`src/rtl/alu_exec_pkg.sv`:
```
// rtl/alu_exec_pkg.sv - ALUOP codes, execute-unit state encodings and shared constants
package alu_exec_pkg;

  localparam logic [3:0] ALUOP_ADD = 4'd0;
  localparam logic [3:0] ALUOP_SUB = 4'd1;
  localparam logic [3:0] ALUOP_AND = 4'd2;
  localparam logic [3:0] ALUOP_OR  = 4'd3;
  localparam logic [3:0] ALUOP_XOR = 4'd4;
  localparam logic [3:0] ALUOP_NOR = 4'd5;
  localparam logic [3:0] ALUOP_SLT = 4'd6;
  localparam logic [3:0] ALUOP_SLL = 4'd7;
  localparam logic [3:0] ALUOP_SRL = 4'd8;
  localparam logic [3:0] ALUOP_SRA = 4'd9;
  localparam logic [3:0] ALUOP_LUI = 4'd10;
  localparam logic [3:0] ALUOP_BEQ = 4'd11;
  localparam logic [3:0] ALUOP_BNE = 4'd12;
  localparam logic [3:0] ALUOP_MUL = 4'd13;
  localparam logic [3:0] ALUOP_DIV = 4'd14;

  typedef enum logic [1:0] {
    ALUEX_IDLE = 2'd0,
    ALUEX_MUL  = 2'd1,
    ALUEX_DIV  = 2'd2,
    ALUEX_FIX  = 2'd3
  } aluex_state_e;

  localparam logic [31:0] DIV0_RESULT = 32'hFFFF_FFFF;

  function automatic logic is_branch(input logic [3:0] op);
    return (op == ALUOP_BEQ) || (op == ALUOP_BNE);
  endfunction

endpackage

```
`src/rtl/alu_exec_muldiv_iter.sv`:
```
// rtl/alu_exec_muldiv_iter.sv - iterative signed shift-add multiplier / restoring divider
// Works on magnitudes; the FIX state reapplies the recorded sign.
module alu_exec_muldiv_iter
  import alu_exec_pkg::*;
#(
  parameter int WIDTH = 32
) (
  input  logic             clk_i,
  input  logic             reset_i,
  input  logic             start_i,
  input  logic             op_div_i,
  input  logic             flush_i,
  input  logic [WIDTH-1:0] a_i,
  input  logic [WIDTH-1:0] b_i,
  output logic             busy_o,
  output logic             done_o,
  output logic [WIDTH-1:0] result_o
);

  localparam int CW = $clog2(WIDTH) + 1;
  localparam logic [CW-1:0] CNT_LOAD = CW'(WIDTH - 1);

  aluex_state_e     state_q, state_d;
  logic [CW-1:0]    cnt_q, cnt_d;
  logic [WIDTH-1:0] acc_q, acc_d;
  logic [WIDTH-1:0] x_q, x_d;
  logic [WIDTH-1:0] y_q, y_d;
  logic [WIDTH-1:0] res_q, res_d;
  logic             neg_q, neg_d;
  logic             div_q, div_d;
  logic             done_q, done_d;

  logic [WIDTH:0]   rem_sh;
  logic [WIDTH-1:0] rem_sub;
  logic [WIDTH-1:0] mag;

  function automatic logic [WIDTH-1:0] abs_val(input logic [WIDTH-1:0] v);
    return v[WIDTH-1] ? -v : v;
  endfunction

  // MUL: acc=product, x=multiplicand, y=multiplier. DIV: acc=remainder, x=dividend/quotient, y=divisor.
  assign rem_sh  = {acc_q, x_q[WIDTH-1]};
  assign rem_sub = rem_sh[WIDTH-1:0] - y_q;
  assign mag     = div_q ? x_q : acc_q;

  always_comb begin
    state_d = state_q;
    cnt_d   = cnt_q;
    acc_d   = acc_q;
    x_d     = x_q;
    y_d     = y_q;
    res_d   = res_q;
    neg_d   = neg_q;
    div_d   = div_q;
    done_d  = 1'b0;
    case (state_q)
      ALUEX_IDLE: begin
        if (start_i) begin
          state_d = op_div_i ? ALUEX_DIV : ALUEX_MUL;
          div_d   = op_div_i;
          neg_d   = a_i[WIDTH-1] ^ b_i[WIDTH-1];
          acc_d   = '0;
          x_d     = abs_val(a_i);
          y_d     = abs_val(b_i);
          cnt_d   = CNT_LOAD;
        end
      end
      ALUEX_MUL: begin
        if (y_q[0]) acc_d = acc_q + x_q;
        x_d = x_q << 1;
        y_d = y_q >> 1;
        if (cnt_q == '0) state_d = ALUEX_FIX;
        else             cnt_d   = cnt_q - CW'(1);
      end
      ALUEX_DIV: begin
        x_d = {x_q[WIDTH-2:0], 1'b0};
        if (rem_sh >= {1'b0, y_q}) begin
          acc_d  = rem_sub;
          x_d[0] = 1'b1;
        end else begin
          acc_d = rem_sh[WIDTH-1:0];
        end
        if (cnt_q == '0) state_d = ALUEX_FIX;
        else             cnt_d   = cnt_q - CW'(1);
      end
      ALUEX_FIX: begin
        res_d   = neg_q ? -mag : mag;
        done_d  = 1'b1;
        state_d = ALUEX_IDLE;
      end
      default: state_d = ALUEX_IDLE;
    endcase
    if (flush_i) begin
      state_d = ALUEX_IDLE;
      done_d  = 1'b0;
    end
  end

  always_ff @(posedge clk_i or posedge reset_i) begin
    if (reset_i) begin
      state_q <= ALUEX_IDLE;
      cnt_q   <= '0;
      acc_q   <= '0;
      x_q     <= '0;
      y_q     <= '0;
      res_q   <= '0;
      neg_q   <= 1'b0;
      div_q   <= 1'b0;
      done_q  <= 1'b0;
    end else begin
      state_q <= state_d;
      cnt_q   <= cnt_d;
      acc_q   <= acc_d;
      x_q     <= x_d;
      y_q     <= y_d;
      res_q   <= res_d;
      neg_q   <= neg_d;
      div_q   <= div_d;
      done_q  <= done_d;
    end
  end

  assign busy_o   = (state_q != ALUEX_IDLE);
  assign done_o   = done_q;
  assign result_o = res_q;

endmodule

```
`src/rtl/alu_exec.sv`:
```
// rtl/alu_exec.sv - execute-stage ALU: single-cycle datapath, handshake, output registers
// Accepted single-cycle ops pass through one operand stage before the output register.
module alu_exec
  import alu_exec_pkg::*;
#(
  parameter int WIDTH = 32
) (
  input  logic             clk_i,
  input  logic             reset_i,
  input  logic             in_valid_i,
  output logic             in_ready_o,
  input  logic [3:0]       aluop_i,
  input  logic [WIDTH-1:0] a_i,
  input  logic [WIDTH-1:0] b_i,
  input  logic [4:0]       shamt_i,
  input  logic             flush_i,
  output logic             out_valid_o,
  output logic [WIDTH-1:0] result_o,
  output logic             taken_o,
  output logic             err_o
);

  logic             md_busy, md_done, md_start;
  logic [WIDTH-1:0] md_result;
  logic             accept, use_engine;

  logic             s1_valid_q, s1_valid_d;
  logic [3:0]       op_q, op_d;
  logic [WIDTH-1:0] a_q, a_d, b_q, b_d;
  logic [4:0]       sh_q, sh_d;

  logic [WIDTH-1:0] alu_res;
  logic             alu_taken, alu_err;

  logic             out_valid_q, out_valid_d;
  logic [WIDTH-1:0] result_q, result_d;
  logic             taken_q, taken_d;
  logic             err_q, err_d;

  assign in_ready_o = !md_busy && !md_done && !flush_i;
  assign accept     = in_valid_i && in_ready_o;
  // Divide by zero never enters the engine; it completes like a single-cycle op.
  assign use_engine = (aluop_i == ALUOP_MUL) || ((aluop_i == ALUOP_DIV) && (b_i != '0));
  assign md_start   = accept && use_engine;

  alu_exec_muldiv_iter #(.WIDTH(WIDTH)) u_muldiv (
    .clk_i    (clk_i),
    .reset_i  (reset_i),
    .start_i  (md_start),
    .op_div_i (aluop_i == ALUOP_DIV),
    .flush_i  (flush_i),
    .a_i      (a_i),
    .b_i      (b_i),
    .busy_o   (md_busy),
    .done_o   (md_done),
    .result_o (md_result)
  );

  always_comb begin
    s1_valid_d = accept && !use_engine;
    op_d       = op_q;
    a_d        = a_q;
    b_d        = b_q;
    sh_d       = sh_q;
    if (accept) begin
      op_d = aluop_i;
      a_d  = a_i;
      b_d  = b_i;
      sh_d = shamt_i;
    end
  end

  always_comb begin
    alu_res   = '0;
    alu_taken = 1'b0;
    alu_err   = 1'b0;
    case (op_q)
      ALUOP_ADD: alu_res = a_q + b_q;
      ALUOP_SUB: alu_res = a_q - b_q;
      ALUOP_AND: alu_res = a_q & b_q;
      ALUOP_OR:  alu_res = a_q | b_q;
      ALUOP_XOR: alu_res = a_q ^ b_q;
      ALUOP_NOR: alu_res = ~(a_q | b_q);
      ALUOP_SLT: alu_res = {{(WIDTH-1){1'b0}}, $signed(a_q) < $signed(b_q)};
      ALUOP_SLL: alu_res = a_q << sh_q;
      ALUOP_SRL: alu_res = a_q >> sh_q;
      ALUOP_SRA: alu_res = $unsigned($signed(a_q) >>> sh_q);
      ALUOP_LUI: alu_res = {b_q[15:0], {(WIDTH-16){1'b0}}};
      ALUOP_BEQ: begin
        alu_res   = a_q - b_q;
        alu_taken = (a_q == b_q);
      end
      ALUOP_BNE: begin
        alu_res   = a_q - b_q;
        alu_taken = (a_q != b_q);
      end
      ALUOP_DIV: begin
        alu_res = DIV0_RESULT[WIDTH-1:0];
        alu_err = 1'b1;
      end
      default: alu_err = 1'b1;
    endcase
  end

  always_comb begin
    out_valid_d = 1'b0;
    err_d       = 1'b0;
    result_d    = result_q;
    taken_d     = taken_q;
    if (md_done && !flush_i) begin
      out_valid_d = 1'b1;
      result_d    = md_result;
      taken_d     = 1'b0;
    end else if (s1_valid_q) begin
      out_valid_d = 1'b1;
      result_d    = alu_res;
      taken_d     = is_branch(op_q) && alu_taken;
      err_d       = alu_err;
    end
  end

  always_ff @(posedge clk_i or posedge reset_i) begin
    if (reset_i) begin
      s1_valid_q  <= 1'b0;
      op_q        <= '0;
      a_q         <= '0;
      b_q         <= '0;
      sh_q        <= '0;
      out_valid_q <= 1'b0;
      result_q    <= '0;
      taken_q     <= 1'b0;
      err_q       <= 1'b0;
    end else begin
      s1_valid_q  <= s1_valid_d;
      op_q        <= op_d;
      a_q         <= a_d;
      b_q         <= b_d;
      sh_q        <= sh_d;
      out_valid_q <= out_valid_d;
      result_q    <= result_d;
      taken_q     <= taken_d;
      err_q       <= err_d;
    end
  end

  assign out_valid_o = out_valid_q;
  assign result_o    = result_q;
  assign taken_o     = taken_q;
  assign err_o       = err_q;

endmodule
```
`config.mk`:
```
export PLATFORM = sky130hd
export DESIGN_NAME = alu_exec
export DESIGN_NICKNAME = d
export VERILOG_FILES = /design/src/rtl/alu_exec_pkg.sv /design/src/rtl/alu_exec_muldiv_iter.sv /design/src/rtl/alu_exec.sv
export SDC_FILE = /design/constraint.sdc
export NUM_CORES = 1
export LEC_CHECK = 0
export ABC_AREA = 1
export BUFFER_PORTS_ARGS = -buffer_cell sky130_fd_sc_hd__buf_2
export CAP_MARGIN = 0
export CORE_UTILIZATION = 53
export CTS_CLUSTER_SIZE = 25
export DETAILED_ROUTE_END_ITERATION = 8
export MAX_ROUTING_LAYER = met4
export PLACE_DENSITY = 0.66
export SLEW_MARGIN = 20
export SYNTH_ARGS = -nofsm -noshare
export SYNTH_HDL_FRONTEND = slang
export SYNTH_SLANG_ARGS = --single-unit
```
`constraint.sdc`:
```
create_clock -name clk_i -period 9.7 [get_ports clk_i]
set_input_delay 1.94 -clock clk_i [delete_from_list [all_inputs] [get_ports clk_i]]
set_output_delay 1.94 -clock clk_i [all_outputs]
set_load 0.05 [all_outputs]
```
==> impl_metrics.csv, run 1 <==
group,metric,value,unit
critical_path,cp-start-kind,"primary input",
global_route,antenna_found_initial,5,
drt,drt-total-wl,130000,um
power_and_ir_drop,power_frac_comb,71.1,%
power_and_ir_drop,p_sw,6590,uW
synth,synthArstFlopShare,100,%
synth,synth-edff-count,0,
critical_path,crit_buf_inv,2,
power_and_ir_drop,vdd_drop_max,0.190,mV
global_route,grt.overflow.total,0,
floorplan,die_y,237,um
timing,slew_viol_final,0,
final_layout,area_delta_synth_final,6.37,%
synth,ys_seq_area_share,21.2,%
placement,port_buffers,112,
global_route,grt_max_degree,109,
drt,via_count,34800,
worst_hold_path,hold_class,"reg2reg",
critical_path,crit_chain,"buf_2 > nor3_2 > buf_2",
final_layout,final_common_cell,"nand2_1",
critical_path,worst_path_max_delay_cell,"buf_2",
power_and_ir_drop,p_seq_share,17.8,%
critical_path,slowest_delay,0.32,ns
timing,finalSetupTns,0,ns
cts,cts_made_buffers,29,
critical_path,path_class,"in2out",
power_and_ir_drop,p_int,4210,uW
synth,synthesis.instances,5112,
floorplan,fp.dieArea,56200,um2
synth,synth-main-ff-cell,"dfrtp_1",
cts,cts_setup_buffers,0,
timing,relSlewSlack,22.2,%
placement,dpl.hpwl,104000,um
global_route,gr-usage-all-layers,47.1,%
cts,cts-root-buf,"clkbuf_16",
final_layout,drive_gt1_share,5.80,%
synth,ys_seq_elements,248,
drt,dr.pass1.iters,6,
run_status,outcome,"complete, no violations",
drt,drt-vias-per-instance,5.99,
critical_path,critPathMaxFanout,5,
timing,grt_setup_unrepaired,"no",
global_route,grt_first_pass_wirelength,193000,um
final_layout,seq_area,6210,um2
cts,cts_resized,0,
cts,clockBufferDepth,3,
critical_path,arrival,2.71,ns
cts,clock_latency,0.58,ns
timing,finalSetupViolCount,0,
power_and_ir_drop,leakage,0.0170,uW
floorplan,core,54200,um2
synth,yosysWarnings,0,
power_and_ir_drop,p_sw_share,61.0,%
timing,finalHoldViolations,0,
final_layout,final_cell_mix,"1,775 x nand2_1, 678 x inv_1, 571 x nand3_1",
critical_path,required,7.76,ns
floorplan,die_w,237,um
drt,drt-initial-drc-count,4566,
critical_path,end_kind,"output port",
power_and_ir_drop,powerDensity,347,nW/um2
critical_path,crit_top_cell,"buf_2",
power_and_ir_drop,power_frac_clock,11.1,%
cts,cts_tree,"yes",
synth,synth_area,29300,um2
cts,cts_hold_buffers,0,
synth,synth_nets,5374,
drt,wl_per_cell,22.4,um
synth,synth.avg_cell_area,5.73,um2
placement,dpl_worst_slack,5.01,ns
drt,drc_errors,0,
final_layout,multi_input_area,19500,um2
final_layout,nFillCells,5737,
floorplan,rows,85,
synth,synth_cell_types,58,
floorplan,initial_core_util,54.0,%
final_layout,final_nets,5360,
placement,place.gp.congestion,1.14,
cts,clkSlewWorstSetupHoldPaths,0.06,ns
global_route,grt_pass1_vias,31700,
drt,antenna_left,0,
timing,min_period,4.65,ns
timing,worst_pin_slew,1.17,ns
timing,max_freq,215,MHz
cts,h-tree-depth,1,
critical_path,cpLargestDelayFamily,"buffers and inverters",
flow_run,maxCapViolCount,0,
cts,cts.sinks,248,
floorplan,io_pins,113,
timing,min_period_over_period,47.9,%
timing,clock_skew,0.0169,ns
timing,worst_slack,5.05,ns
## state kept, by name, summed over array words and instances, names as in the netlist
name / count
taken_o: 1
s1_valid_q: 1
out_valid_o: 1
a_q: 32
b_q: 32
u_muldiv.x_q: 32
u_muldiv.y_q: 32
u_muldiv.neg_q: 1
result_o: 32
op_q: 4
sh_q: 5
u_muldiv.done_o: 1
u_muldiv.result_o: 32
u_muldiv.acc_q: 32
err_o: 1
u_muldiv.state_q: 2
u_muldiv.div_q: 1
u_muldiv.cnt_q: 6
## synthesized netlist by cell type (9+ instances only)
| cell type | number | area (um2) |
|---|---|---|
| nor3_1 | 59 | 295 |
| a31oi_1 | 14 | 87.6 |
| o211ai_1 | 40 | 300 |
| nand2_1 | 1776 | 6670 |
| nand2_2 | 15 | 93.8 |
| buf_2 | 64 | 320 |
| clkbuf_1 | 92 | 345 |
| inv_2 | 16 | 60.1 |
| nor2_1 | 375 | 1410 |
| nand4_1 | 65 | 407 |
| buf_1 | 19 | 71.3 |
| and2_1 | 16 | 100 |
| o21bai_1 | 12 | 90.1 |
| a21oi_1 | 246 | 1230 |
| o21ai_2 | 10 | 87.6 |
| ha_1 | 181 | 2260 |
| o21ai_0 | 337 | 1690 |
| nand3b_1 | 13 | 97.6 |
| nand3_1 | 571 | 2860 |
| dfrtp_1 | 248 | 6210 |
| xor2_1 | 37 | 324 |
| o21ai_1 | 50 | 250 |
| xnor2_1 | 20 | 175 |
| buf_6 | 11 | 124 |
| nor4_1 | 12 | 75.1 |
| o22ai_1 | 28 | 175 |
| nor2_2 | 19 | 119 |
| inv_1 | 679 | 2550 |
| nor2_4 | 9 | 101 |
## worst paths after layout
| path | depth (start not counted) | to | slack (ns) | startpoint |
|---|---|---|---|---|
| min in group asynchronous | 2 | u_muldiv.y_q[5] | 1.44 | reset_i |
| hold reg to reg | 2 | u_muldiv.result_o[25] | 0.49 | u_muldiv.result_o[25] |
| setup / recovery | 3 | in_ready_o | 5.05 | flush_i |
| setup reg to reg | 12 | result_o[8] | 5.94 | a_q[2] |
| hold / removal | 2 | u_muldiv.result_o[25] | 0.49 | u_muldiv.result_o[25] |
| max in group asynchronous | 3 | u_muldiv.result_o[18] | 6.66 | reset_i |
## tightest hold or removal path, delay by kind of cell, from the launching register on
family | cells | cell delay [ns]
flops | 1 | 0.34
simple gates | 2 | 0.12
## cell families (layout without fill, tap and decap cells)
group / count (synthesis) / in the layout / share of synthesized area (%)
and+or+nand+nor: 2954 / 2954 / 42.5
other: 0 / 4 / 0
AOI/OAI and AO/OA: 775 / 775 / 14.4
xor gates and xnor gates: 57 / 57 / 1.71
DFF: 248 / 248 / 21.2
adders and majority gates: 185 / 185 / 8.01
buffers and inverters: 893 / 899 / 12.1
## stage by stage
step	instance area, um2	hold slack [ns]	total power (uW)	instances	util [%]
final	31100	0.486	10800	5818	57.4
after global routing	31100	0.498	11500	5818	57.4
after CTS	31100	0.484	10500	5814	57.4
after detailed placement	30100	0.468	9280	5763	55.5
after global placement	30100	0.464	9230	5763	55.5
after floorplan	29300	0.449	6790	5112	-
## cell type report
class	count	area share (%)
timing repair buffer	150	2.72
antenna	4	0.0321
inverter	698	8.44
multi-input combinational	3971	62.8
clock buffer	38	2.63
clock inverter	13	0.667
tap	696	2.80
sequential	248	19.9
## power groups by stage
stage / Combinational, uW / Clock (uW) / Sequential (uW)
global placement: 7330 / 0 / 1900
floorplan: 4940 / 0 / 1850
detailed placement: 7370 / 0 / 1910
CTS: 7400 / 1210 / 1890
global route: 8310 / 1240 / 1940
finish: 7680 / 1200 / 1930
## routing by layer
metal / vias to the layer above / GRT usage, % / wire (um)
met2: 2034 / 69.4 / 55000
li1: 16400 / - / -
met3: 485 / 7.11 / 13400
met5: - / - / 0
met1: 15900 / 58.1 / 49900
met4: 0 / 35.7 / 12100
(Power assumes the default switching activity.)
==> run 2: changes to the inputs <==
--- a/config.mk
+++ b/config.mk
@@ -12,7 +12,7 @@
 export CTS_CLUSTER_SIZE = 25
 export DETAILED_ROUTE_END_ITERATION = 8
 export MAX_ROUTING_LAYER = met4
-export PLACE_DENSITY = 0.66
+export PLACE_DENSITY = 0.69
 export SLEW_MARGIN = 20
 export SYNTH_ARGS = -nofsm -noshare
 export SYNTH_HDL_FRONTEND = slang
==> constraint.sdc (replaced) <==
create_clock -name clk_i -period 3.7 [get_ports clk_i]
set_input_delay 0.74 -clock clk_i [delete_from_list [all_inputs] [get_ports clk_i]]
set_output_delay 0.74 -clock clk_i [all_outputs]
set_load 0.05 [all_outputs]
==> impl_metrics.csv, run 2 (synthesized netlist as in run 1, its figures left out) <==
group,metric,value,unit
run_status,outcome,"complete, no violations",
cts,cts_tree,"yes",
cts,cts_resized,0,
timing,min_period,3.64,ns
placement,dpl.hpwl,108000,um
critical_path,cpLargestDelayFamily,"simple AND/OR/NAND/NOR gates",
timing,min_period_over_period,98.4,%
global_route,grt_pass1_vias,32400,
timing,grt_setup_unrepaired,"no",
critical_path,critPathMaxFanout,10,
timing,finalSetupViolCount,0,
cts,cts-root-buf,"clkbuf_16",
cts,cts.sinks,248,
placement,place.gp.congestion,1.21,
floorplan,io_pins,113,
drt,drt-vias-per-instance,6.06,
floorplan,die_w,237,um
power_and_ir_drop,leakage,0.0172,uW
placement,dpl_cell_area,30500,um2
global_route,grt_max_degree,88,
drt,drt-initial-drc-count,5097,
timing,worst_slack,0.0585,ns
cts,cts_setup_buffers,0,
final_layout,nFillCells,5716,
power_and_ir_drop,vdd_drop_max,0.551,mV
critical_path,required,4.18,ns
timing,relSlewSlack,32.7,%
timing,finalHoldViolations,0,
critical_path,r2r_end,"result_o[18]",
critical_path,cp-start-kind,"flip-flop",
global_route,grt.overflow.total,0,
critical_path,r2r_cells,13,
cts,clkSlewWorstSetupHoldPaths,0.07,ns
final_layout,area_delta_synth_final,7.69,%
floorplan,initial_core_util,54.0,%
critical_path,crit_top_cell,"nand2_1",
critical_path,worst_path_max_delay_cell,"dfrtp_1",
critical_path,end_kind,"flip-flop",
power_and_ir_drop,powerDensity,911,nW/um2
final_layout,seq_area,6210,um2
drt,drt-total-wl,136000,um
critical_path,r2r_setup_slack,0.06,ns
critical_path,arrival,4.12,ns
global_route,grt_first_pass_wirelength,201000,um
floorplan,fp.dieArea,56200,um2
floorplan,core,54200,um2
drt,antenna_left,0,
drt,wl_per_cell,23.2,um
placement,port_buffers,112,
floorplan,rows,85,
cts,cts_made_buffers,30,
critical_path,crit_buf_inv,2,
placement,dpl_worst_slack,0.498,ns
critical_path,path_class,"reg2reg",
final_layout,final_common_cell,"nand2_1",
flow_run,maxCapViolCount,0,
final_layout,final_area,31500,um2
drt,via_count,35600,
worst_hold_path,hold_class,"in2async",
timing,worst_pin_slew,1.01,ns
global_route,gr-usage-all-layers,49.2,%
cts,clockBufferDepth,3,
final_layout,multi_input_area,19500,um2
timing,slew_viol_final,0,
critical_path,slowest_delay,0.65,ns
timing,clock_skew,0.0536,ns
final_layout,final_cell_mix,"1,775 x nand2_1, 678 x inv_1, 571 x nand3_1",
final_layout,drive_gt1_share,6.74,%
timing,max_freq,275,MHz
floorplan,die_y,237,um
global_route,antenna_found_initial,4,
critical_path,reg2reg_from,"a_q[11]",
cts,h-tree-depth,1,
critical_path,crit_chain,"inv_1 > ha_1 > nand2_1 > nor2_1 > inv_1 > nor2_1 > nand4_1 > nand3_1 > nand2_1 > nand3_1 > nand4_1 > nand2_1 > nand2_1",
cts,cts_hold_buffers,0,
final_layout,final_nets,5415,
drt,dr.pass1.iters,8,
drt,drc_errors,0,
cts,clock_latency,0.64,ns
run 2: worst max-delay path by stage:
stage	start	to	slack [ns]	cells after the start
finish	a_q[11]	result_o[18]	0.06	13
global route	a_q[9]	result_o[18]	0.07	11
CTS	b_q[13]	result_o[18]	0.45	13
detailed placement	b_q[13]	result_o[18]	0.50	13
global placement	b_q[13]	result_o[18]	0.46	13
floorplan	reset_i	a_q[0]	-0.30	1
run 2: layer usage:
metal / share of wire (%) / up-vias / GRT usage [%]
met4: 11 / 0 / 39.5
met3: 12 / 664 / 11.9
met1: 36 / 16100 / 57.4
li1: - / 16500 / -
met2: 41 / 2332 / 72.0
met5: 0 / - / -
run 2: area by class of cell:
class	instances	share of cell area [%]
multi-input cells	3971	62.0
flip-flops and latches	248	19.7
inverters	698	8.32
repair buffers	204	4.05
clock buffers	45	2.78
well taps	696	2.76
clock inverters	11	0.369
diodes	5	0.0397
run 2: through the flow:
step	instances	total power (uW)	hold WS (ns)	utilization (%)	TNS [ns]
floorplan	5112	17800	0.449	-	-74.33
global placement	5817	24400	0.465	56.3	0
detailed placement	5817	24500	0.471	56.3	0
CTS	5873	27600	0.206	58.1	0
global route	5878	30400	0.242	58.1	0
finish	5878	28700	0.203	58.1	0
run 2: worst reg2reg max path, delay by kind of cell (launching register included):
family,cells,cell delay [ns]
buffers and inverters,2,0.19
adders and majority gates,1,0.52
DFF,1,0.65
and+or+nand+nor,10,2.15
run 2: power by group:
group | switching [uW] | leakage (uW) | total (uW) | internal (uW)
clock | 1370 | 0.000484 | 3090 | 1720
sequential | 1310 | 0.00316 | 4980 | 3670
combinational | 14900 | 0.0136 | 20600 | 5690
total | 17600 | 0.0172 | 28700 | 11100
